`config.mk`:
```
export PLATFORM = sky130hd
export DESIGN_NAME = jk_excitation_counter
export DESIGN_NICKNAME = d
export VERILOG_FILES = /design/src/rtl/jk_excitation_counter.sv
export SDC_FILE = /design/constraint.sdc
export NUM_CORES = 1
export LEC_CHECK = 0
export CAP_MARGIN = 20
export CORE_MARGIN = 1
export CORE_UTILIZATION = 40
export DETAILED_ROUTE_END_ITERATION = 7
export PLACE_DENSITY = 0.76
export SYNTH_ARGS = -nofsm -noshare
export SYNTH_HDL_FRONTEND = slang
export SYNTH_SLANG_ARGS = --single-unit
```
`constraint.sdc`:
```
create_clock -name Clk -period 3.2 [get_ports Clk]
set_clock_uncertainty 0.2 [all_clocks]
set_input_delay 0.64 -clock Clk [delete_from_list [all_inputs] [get_ports Clk]]
set_output_delay 0.64 -clock Clk [all_outputs]
set_load 0.01 [all_outputs]
```
`src/rtl/jk_excitation_counter.sv`:
```
// Mod-MODULUS up/down counter built from JK flip-flops; next state is applied
// through per-bit (J,K) excitation derived from the desired target value.
module jk_excitation_counter #(
  parameter int WIDTH   = 4,
  parameter int MODULUS = 10
) (
  input  logic             Clk,
  input  logic             Reset,
  input  logic             En,
  input  logic             Up,
  input  logic             Load,
  input  logic [WIDTH-1:0] D,
  output logic [WIDTH-1:0] Q,
  output logic [WIDTH-1:0] Qbar,
  output logic [WIDTH-1:0] J_out,
  output logic [WIDTH-1:0] K_out,
  output logic             TC
);

  localparam logic [WIDTH-1:0] LP_MAX = WIDTH'(MODULUS - 1);
  // One extra bit so MODULUS == 2**WIDTH still compares correctly.
  localparam logic [WIDTH:0]   LP_MOD = (WIDTH+1)'(MODULUS);

  logic [WIDTH-1:0] r_q;
  logic [WIDTH-1:0] w_next;
  logic [WIDTH-1:0] w_j;
  logic [WIDTH-1:0] w_k;
  logic             w_at_max;
  logic             w_at_zero;
  logic             w_illegal;
  logic             w_load_ok;

  // Illegal states (Q >= MODULUS) wrap like the terminal value in either direction.
  function automatic logic [WIDTH-1:0] f_step(input logic [WIDTH-1:0] q,
                                               input logic up, input logic at_max,
                                               input logic at_zero, input logic illegal);
    if (up) f_step = (at_max || illegal) ? '0 : q + 1'b1;
    else    f_step = (at_zero || illegal) ? LP_MAX : q - 1'b1;
  endfunction

  assign w_at_max  = (r_q == LP_MAX);
  assign w_at_zero = (r_q == '0);
  assign w_illegal = ({1'b0, r_q} >= LP_MOD);
  assign w_load_ok = ({1'b0, D} < LP_MOD);

  always_comb begin
    w_next = r_q;
    if (!Reset)     w_next = '0;
    else if (Load)  w_next = w_load_ok ? D : '0;
    else if (En)    w_next = f_step(r_q, Up, w_at_max, w_at_zero, w_illegal);
  end

  // Excitation table with don't-cares resolved to 0; J=K=1 cannot occur.
  assign w_j = ~r_q & w_next;
  assign w_k = r_q & ~w_next;

  always_ff @(posedge Clk) begin
    if (!Reset) r_q <= '0;
    else        r_q <= (w_j & ~r_q) | (~w_k & r_q);
  end

  assign Q     = r_q;
  assign Qbar  = ~r_q;
  assign J_out = w_j;
  assign K_out = w_k;
  assign TC    = Reset & ~Load & En & ((Up & w_at_max) | (~Up & w_at_zero));

endmodule

```
* Word-level counts from Yosys, hierarchy flattened
Index checks and enable logic that the tools add are counted.
Cells by class: add/sub/neg operators 2, order comparisons 2, eq/ne operators 1, mux-type cells 7, bitwise logic cells 16, reductions and logical operators 3
Operators by type and width (count):
- 2-to-1 mux 4 bit | 7
- bitwise AND 4 bit | 4
- inverter 4 bit | 3
- bitwise AND 1 bit | 5
- adder 4 x 1 -> 4 bit, second input constant | 1
- equality test 4 bit, second input constant | 1
- greater-or-equal comparator 4 bit, second input constant | 1
- zero test 4 bit | 1
- less-than comparator 4 bit, second input constant | 1
- bitwise OR 4 bit | 1
- subtractor 4 x 1 -> 4 bit, second input constant | 1
- logical OR 1 bit | 2
- inverter 1 bit | 2
- bitwise OR 1 bit | 1
Word-level totals: register bits 4, input port bits 9, output and inout port bits 17, logic and storage cells 32

* Longest topological paths before layout
Gate-level depths: netlist (run 1).
depth after elaboration 12, gate-level depth with buffers 7, depth with buffers taken out 6

* Worst setup path before layout (run 1)
OpenSTA, ideal clock, no wires.
path kind flip-flop to output port, start register r_q[0], in the netlist Q[0], end output J_out[3], arrival 1.905 ns, data required time 2.360 ns, setup slack 0.455 ns, stages on the path, launching flop included 7, path buffers 0, path through dfxtp_1 inv_1 ha_1 nor4_1 o31ai_1 a221o_2 a211oi_2
On the way: cells in the longest elaborated chain, start to end 8, elaborated cells between the ends (all ways) 14, those cells by class add/sub: 2; order compare: 1; eq/ne: 1; mux: 6; bitwise: 1; reduce/logical: 3
RTL lines:
- start, declared | RTL line 24 | logic [WIDTH-1:0] r_q;
- start signal, assigned | RTL line 59 | else r_q <= (w_j & ~r_q) | (~w_k & r_q);
- greater-or-equal comparator 4 bit, or another cell as far along | RTL line 43 | assign w_illegal = ({1'b0, r_q} >= LP_MOD);
- logical OR 1 bit (on tied branches) | RTL line 38, 37
- 2-to-1 mux 4 bit (on tied branches) | RTL line 38, 37
- 2-to-1 mux 4 bit (*) | RTL line 37 | if (up) f_step = (at_max || illegal) ? '0 : q + 1'b1;
- 2-to-1 mux 4 bit (*) | RTL line 50 | else if (En) w_next = f_step(r_q, Up, w_at_max, w_at_zero, w_illegal);
- 2-to-1 mux 4 bit (*) | RTL line 49 | else if (Load) w_next = w_load_ok ? D : '0;
- 2-to-1 mux 4 bit (*) | RTL line 48 | if (!Reset) w_next = '0;
- bitwise AND 4 bit (*) | RTL line 54 | assign w_j = ~r_q & w_next;
- end, declared | RTL line 15 | output logic [WIDTH-1:0] J_out,
Mark *: on every way between the ends. The rest lies on a longest branch, timed or not.

* Final worst setup path (run 1)
start register r_q[0], in the netlist Q[0], end output K_out[3]
On the way: cells in the longest elaborated chain, start to end 9, elaborated cells between the ends (all ways) 15, those cells by class add/sub: 2; order compare: 1; eq/ne: 1; mux: 6; bitwise: 2; reduce/logical: 3
RTL lines:
- greater-or-equal comparator 4 bit, or another cell as far along | RTL line 43
- logical OR 1 bit (on tied branches) | RTL line 38, 37
- 2-to-1 mux 4 bit (on tied branches) | RTL line 38, 37
- 2-to-1 mux 4 bit (*) | RTL line 37
- 2-to-1 mux 4 bit (*) | RTL line 50
- 2-to-1 mux 4 bit (*) | RTL line 49
- 2-to-1 mux 4 bit (*) | RTL line 48
- inverter 4 bit (*) | RTL line 55 | assign w_k = r_q & ~w_next;
- bitwise AND 4 bit (*) | RTL line 55
- end, declared | RTL line 16 | output logic [WIDTH-1:0] K_out,
Marked as above.

==> metrics.yaml, run 1 <==
run_status:
  status: "complete, no violations"
clock_network:
  cts_tree: "done"
  clk_pin_slew_ns: 0.04
  clkSinkCount: 4
  cts_buffers: 3
  clock_path_buffers: 2
  cts_setup_buffers: 0
  htree_levels: 1
  clk_latency_ns: 0.24
  cts_root_buf: "clkbuf_4"
finish:
  stdcell_count: 132
  final_cell_area_um2: 1020
  nFillCells: 103
  drive_gt1_share_pct: 31.6
  nNetsFinal: 133
  antenna_cells: 0
  largest_register_ffs: 4
  final_util_pct: 76.6
  synthToLayoutAreaGrowth_pct: 75.7
sta:
  period_needed_ns: 3.15
  slew_headroom_pct: 66.6
  slew_violations: 0
  fmax_mhz: 317
  setup_slack_ns: 0.0494
  setup_viol: 0
  hold_ws_ns: 0.411
  fin_crit_sh_pct: 98.5
  tns_ns: 0
  tightest_slew_ns: 0.501
  finalHoldViolations: 0
routing:
  drt-total-wl_um: 1880
  vias: 757
  drt-pass1-iter-count: 4
  vias_per_cell: 5.73
  drtIter0Drc: 7
  ant_nets: 0
  drcViolationCount: 0
  wl_per_cell_um: 14.3
setup_path:
  worstPathArrival_ns: 2.31
  crit_type: "reg2out"
  cp-start-kind: "flip-flop"
  end_kind: "primary output"
  cp.required_ns: 2.36
  critPathMaxFanout: 6
power_and_ir_drop:
  switching_share_pct: 37.8
  switchingPower_mw: 0.110
  p_int_mw: 0.180
  p_leak_nw: 0.485
  p_clk_share_pct: 22.9
  finalPower_mw: 0.290
  peakVddDrop_mv: 0.167
  pwr-share-comb_pct: 54.4
  p_per_area_nw_per_um2: 283
  seq_power_share_pct: 22.7
placement:
  gp_congestion: 0.826
  io_buffers: 25
  placed_area_um2: 947
  dp_cells: 129
  post-place-ws_ns: -0.314
  hpwl_um: 1410
yosys:
  syn_inst: 76
  async_flop_share_pct: 0
  synth_area_leader_cell: "dfxtp_1"
  synth-edff-count: 0
  seq_area_frac_synth_pct: 13.8
  syn_nets: 90
  ys.flop_type: "dfxtp_1"
  ys_types: 39
  synth-seq-cells: 4
  synth_area_leaders: "dfxtp_1 14%, ha_1 11%, inv_1 5.8%, nand3_1 5.2%, buf_6 3.9%"
  synthesis.area_um2: 582
  ys_top_cells_by_count: "9 x inv_1, 6 x nand3_1, 5 x ha_1, 5 x nor2_1"
  yosysWarnings: 0
  yosysMostFrequentCell: "inv_1"
  yosys.area.top_type_share_pct: 13.8
  avgSynthCellArea_um2: 7.66
grt:
  grt_pass1_wl_um: 2770
  grt_max_degree: 14
  grt_usage_pct: 25.9
  grt_pass1_vias: 646
  grt_antenna_before_repair: 0
  grt_overflow: 0
worst_hold_path:
  min_path_type: "reg2reg"
floorplanning:
  coreArea_um2: 1330
  dieArea_um2: 1610
  die_y_um: 40.1
  dieWidth_um: 40.1
  ios: 26
  start_util_pct: 43.6
  num_rows: 13
job:
  cap_violations: 0
path summary, 6_finish.rpt:
check,start,to,slack [ns],cells after the start
setup / recovery,Q[0],K_out[3],0.05,7
hold / removal,Q[2],Q[2],0.41,2
setup reg to reg,Q[0],Q[3],1.27,6
hold reg to reg,Q[2],Q[2],0.41,2
layout make-up:
cell class | count | area (um2) | share of cell area (%)
multi-input combinational | 59 | 495 | 48.5
clock buffer | 3 | 22.5 | 2.20
timing repair buffer | 42 | 370 | 36.2
sequential | 4 | 81.3 | 7.96
tap | 15 | 18.8 | 1.84
inverter | 9 | 33.8 | 3.30
cells in the final DEF, fill, tap and decap left out, types with 2 or more instances in the layout:
cell and instances:
nand2_1 4, inv_1 8, nand3_1 6, dfxtp_1 3
dlygate4sd2_1 8, and3_1 2, clkbuf_4 3, nor2_1 5
clkdlybuf4s50_1 16, o21ai_0 3, xnor2_1 2, o221ai_2 2
buf_4 17, ha_1 4, a21oi_1 4
power groups by stage:
stage,clock network [mW],registers (mW),logic (mW)
6_report,0.0664,0.0659,0.158
5_1_grt,0.0701,0.0668,0.170
4_1_cts,0.0681,0.0639,0.151
3_5_place_dp,0,0.0641,0.149
3_3_place_gp,0,0.0638,0.146
2_1_floorplan,0,0.0618,0.0763
logic make-up (layout without fill, tap and decap cells):
logic type / after synthesis / in the layout / share of synthesized area [%]
AND/OR/NAND/NOR: 28 / 28 / 27.7
AO/OA/AOI/OAI: 23 / 23 / 31.8
buffers and inverters: 13 / 54 / 11.2
adder cells (fa/ha/maj): 5 / 5 / 10.8
flip-flops: 4 / 4 / 13.8
XOR/XNOR: 2 / 2 / 3.01
multiplexers: 1 / 1 / 1.72
metal layers:
metal / vias to the layer above / global-route usage, % / part of all wire (%)
met5: - / 0 / 0
li1: 370 / - / -
met3: 4 / 7.78 / 4.1
met2: 23 / 45.6 / 51
met1: 360 / 30.5 / 44
met4: 0 / 5.17 / 1.2
critical path: stages (launching register included):
cell           delay (ns)
dfxtp_1              0.30
buf_4                0.15
ha_1                 0.26
nor4_2               0.35
o31ai_2              0.12
a221o_2              0.35
a41o_1               0.25
dlygate4sd2_1        0.28
what timing repair did:
action                     in CTS  in global routing
pin swaps                       1                  0
hold buffers                    0                  0
setup endpoints to repair       9                  3
gates resized for setup        14                  8
(Power assumes the default switching activity.)
==> run 2, diff against run 1 <==
--- a/config.mk
+++ b/config.mk
@@ -7,9 +7,9 @@
 export LEC_CHECK = 0
 export CAP_MARGIN = 20
 export CORE_MARGIN = 1
-export CORE_UTILIZATION = 40
+export CORE_UTILIZATION = 36
 export DETAILED_ROUTE_END_ITERATION = 7
-export PLACE_DENSITY = 0.76
+export PLACE_DENSITY = 0.72
 export SYNTH_ARGS = -nofsm -noshare
 export SYNTH_HDL_FRONTEND = slang
 export SYNTH_SLANG_ARGS = --single-unit
==> constraint.sdc (replaced) <==
create_clock -name Clk -period 2.6 [get_ports Clk]
set_clock_uncertainty 0.2 [all_clocks]
set_input_delay 0.52 -clock Clk [delete_from_list [all_inputs] [get_ports Clk]]
set_output_delay 0.52 -clock Clk [all_outputs]
set_load 0.01 [all_outputs]
==> run 2 against run 1 <==
Net effect: the flow now finishes with violations (setup timing); sequential share of layout area decreased by 0.82 points; wire length up 48%; power rose by 46%; first-iteration DRC count increased to 3.7 times the previous value; clock-buffer cell count stayed put; non-clock buffer count up 18; worst setup slack lost 0.23 ns; register-to-register slack got worse by 0.55 ns; sequential cell count did not move; utilization rose by 3.7 points; largest power group unchanged.
==> metrics.yaml, run 2 (synthesized netlist as in run 1, its figures left out) <==
run_status:
  status: "complete, but fails checks"  # was complete, no violations
  violations: "setup timing"
worst_hold_path:
  min_path_type: "in2reg"  # was reg2reg
  hp-start: "Reset"  # was Q[2]
  hold_depth: 4  # was 2
  hold_end: "Q[1]"  # was Q[2]
setup_path:
  r2r_end: "Q[3]"  # unchanged
  critPathSlowestCell: "a221o_2"  # was nor4_2
  end_kind: "primary output"  # unchanged
  cp_cell_sequence: "inv_4 > ha_4 > inv_2 > o311a_1 > buf_4 > a221o_2 > a211oi_2 > buf_2"  # was buf_4 > ha_1 > nor4_2 > o31ai_2 > a221o_2 > a41o_1 > dlygate4sd2_1
  crit_family: "compound AO/OA/AOI/OAI gates"  # unchanged
  cp.required_ns: 1.88  # was 2.36 ns
  crit_type: "reg2out"  # unchanged
  worst-path-buf-inv: 4  # was 2
  critPathMaxStageDelay_ns: 0.37  # was 0.35 ns
  cp-start-kind: "flip-flop"  # unchanged
  critPathMaxFanout: 4  # was 6
  worstPathArrival_ns: 2.06  # was 2.31 ns
  r2r_cells: 7  # was 6
  r2r_start: "Q[1]"  # was Q[0]
  rrSetupSlack_ns: 0.72  # was 1.27 ns
clock_network:
  clk_pin_slew_ns: 0.04  # about the same
  clkSinkCount: 4  # unchanged
  cts_tree: "done"  # unchanged
  cts_buffers: 3  # unchanged
  clock_path_buffers: 2  # unchanged
  cts_root_buf: "clkbuf_4"  # unchanged
  clk_latency_ns: 0.25  # was 0.24 ns
  hold_buffers: 0  # unchanged
  htree_levels: 1  # unchanged
power_and_ir_drop:
  p_int_mw: 0.258  # was 0.180 mW
  p_per_area_nw_per_um2: 350  # was 283 nW/um2
  seq_power_share_pct: 18.9  # was 22.7%
  p_clk_share_pct: 19.7  # was 22.9%
  switching_share_pct: 39.2  # was 37.8%
  pwr-share-comb_pct: 61.4  # was 54.4%
  finalPower_mw: 0.424  # was 0.290 mW
  p_leak_nw: 0.575  # was 0.485 nW
  switchingPower_mw: 0.166  # was 0.110 mW
  peakVddDrop_mv: 0.204  # was 0.167 mV
floorplanning:
  dieArea_um2: 1780  # was 1610 um2
  start_util_pct: 38.6  # was 43.6%
  ios: 26  # unchanged
  die_y_um: 42.2  # was 40.1 um
  num_rows: 14  # was 13
  coreArea_um2: 1510  # was 1330 um2
  dieWidth_um: 42.2  # was 40.1 um
sta:
  tns_ns: -0.556  # was 0 ns
  rsz0062_at_grt: "yes"
  slew_headroom_pct: 73.0  # was 66.6%
  period_needed_ns: 2.78
  setup_viol: 7  # was 0
  slew_violations: 0  # unchanged
  fmax_mhz: 359
  tightest_slew_ns: 0.404  # was 0.501 ns
  setup_slack_ns: -0.184  # was 0.0494 ns
  fin_crit_sh_pct: 107
  finalHoldViolations: 0  # unchanged
grt:
  grt_max_degree: 9  # was 14
  grt_overflow: 0  # unchanged
  grt_usage_pct: 30.3  # was 25.9%
  grt_pass1_vias: 868  # was 646
  grt_pass1_wl_um: 4060  # was 2770 um
  grt_antenna_before_repair: 0  # unchanged
finish:
  drive_gt1_share_pct: 54.1  # was 31.6%
  final_common_cell: "buf_4"  # unchanged
  synthToLayoutAreaGrowth_pct: 108  # was 75.7%
  nFillCells: 103  # unchanged
  antenna_cells: 0  # unchanged
  largest_register_ffs: 4  # unchanged
  final_cell_mix: "35 x buf_4, 12 x clkdlybuf4s50_1, 6 x inv_1, 6 x buf_2, 5 x nand3_1"  # was 17 x buf_4, 16 x clkdlybuf4s50_1, 8 x inv_1, 8 x dlygate4sd2_1, 6 x nand3_1
  nNetsFinal: 151  # was 133
placement:
  io_buffers: 25  # unchanged
  post-place-ws_ns: -0.687  # was -0.314 ns
  hpwl_um: 1610  # was 1410 um
  gp_congestion: 0.820  # was 0.826
job:
  cap_violations: 0  # unchanged
routing:
  wl_per_cell_um: 18.4  # was 14.3 um
  drt-pass1-iter-count: 4  # unchanged
  drtIter0Drc: 26  # was 7
  ant_nets: 0  # unchanged
  drcViolationCount: 0  # unchanged
  drt-total-wl_um: 2780  # was 1880 um
  vias_per_cell: 6.04  # was 5.73
  vias: 912  # was 757
run 2: cell types whose count changed in the layout (fill, tap and decap cells not counted), sizes merged:
cell           delta
buf              +25
dlygate4sd2       -6
clkdlybuf4s50     -4
clkdlybuf4s15     +2
clkbuf            +1
run 2: worst reg2reg max path, delay by kind of cell (launching register included):
family,cells,cell delay (ns)
compound gates,3,0.83
flops,1,0.36
buf+inv,3,0.26
fa+ha+maj,1,0.15
run 2: worst max-delay path by stage:
stage / cells past startpoint / slack [ns] / startpoint / end
after floorplan: 7 / 0.02 / Q[1] / J_out[3]
after global placement: 6 / -0.66 / Up / J_out[0]
after detailed placement: 6 / -0.69 / Up / J_out[0]
after CTS: 8 / -0.12 / Q[1] / J_out[3]
after global routing: 8 / -0.27 / Q[1] / J_out[3]
final: 8 / -0.18 / Q[1] / J_out[3]
run 2: layer usage:
metal | track usage [%] | vias to the layer above | part of all wire (%)
li1 | - | 407 | -
met1 | 32.3 | 448 | 39
met2 | 56.0 | 44 | 53
met3 | 6.90 | 13 | 4.1
met4 | 13.1 | 0 | 4.1
met5 | 0 | - | 0
run 2: final cells by class:
cell class	instances	area (um2)	share of cell area [%]
flip-flops and latches	4	86.3	7.14
multi-input cells	59	563	46.5
well taps	16	20.0	1.65
clock buffers	3	22.5	1.86
inverters	9	38.8	3.21
repair buffers	60	479	39.6
run 2: what timing repair did:
item / CTS / global route
resized for setup: 49 / 21
pin swaps: 9 / 4
setup buffers: 5 / 0
setup endpoints to repair: 9 / 9
run 2: power by group through the flow:
stage                     registers (mW)  clock network (mW)  logic [mW]
after floorplan                   0.0763                   0      0.0940
after global placement            0.0755                   0       0.205
after detailed placement          0.0767                   0       0.211
after CTS                         0.0795              0.0848       0.231
after global routing              0.0810              0.0924       0.274
final                             0.0803              0.0834       0.260
run 2: through the flow:
step / hold slack [ns] / instance area [um2] / cells / utilization (%)
after floorplan: 0.466 / 582 / 76 / -
after global placement: 0.531 / 1050 / 143 / 69.4
after detailed placement: 0.562 / 1050 / 143 / 69.4
after CTS: 0.605 / 1150 / 151 / 76.6
after global routing: 0.590 / 1210 / 151 / 80.3
final: 0.583 / 1210 / 151 / 80.3
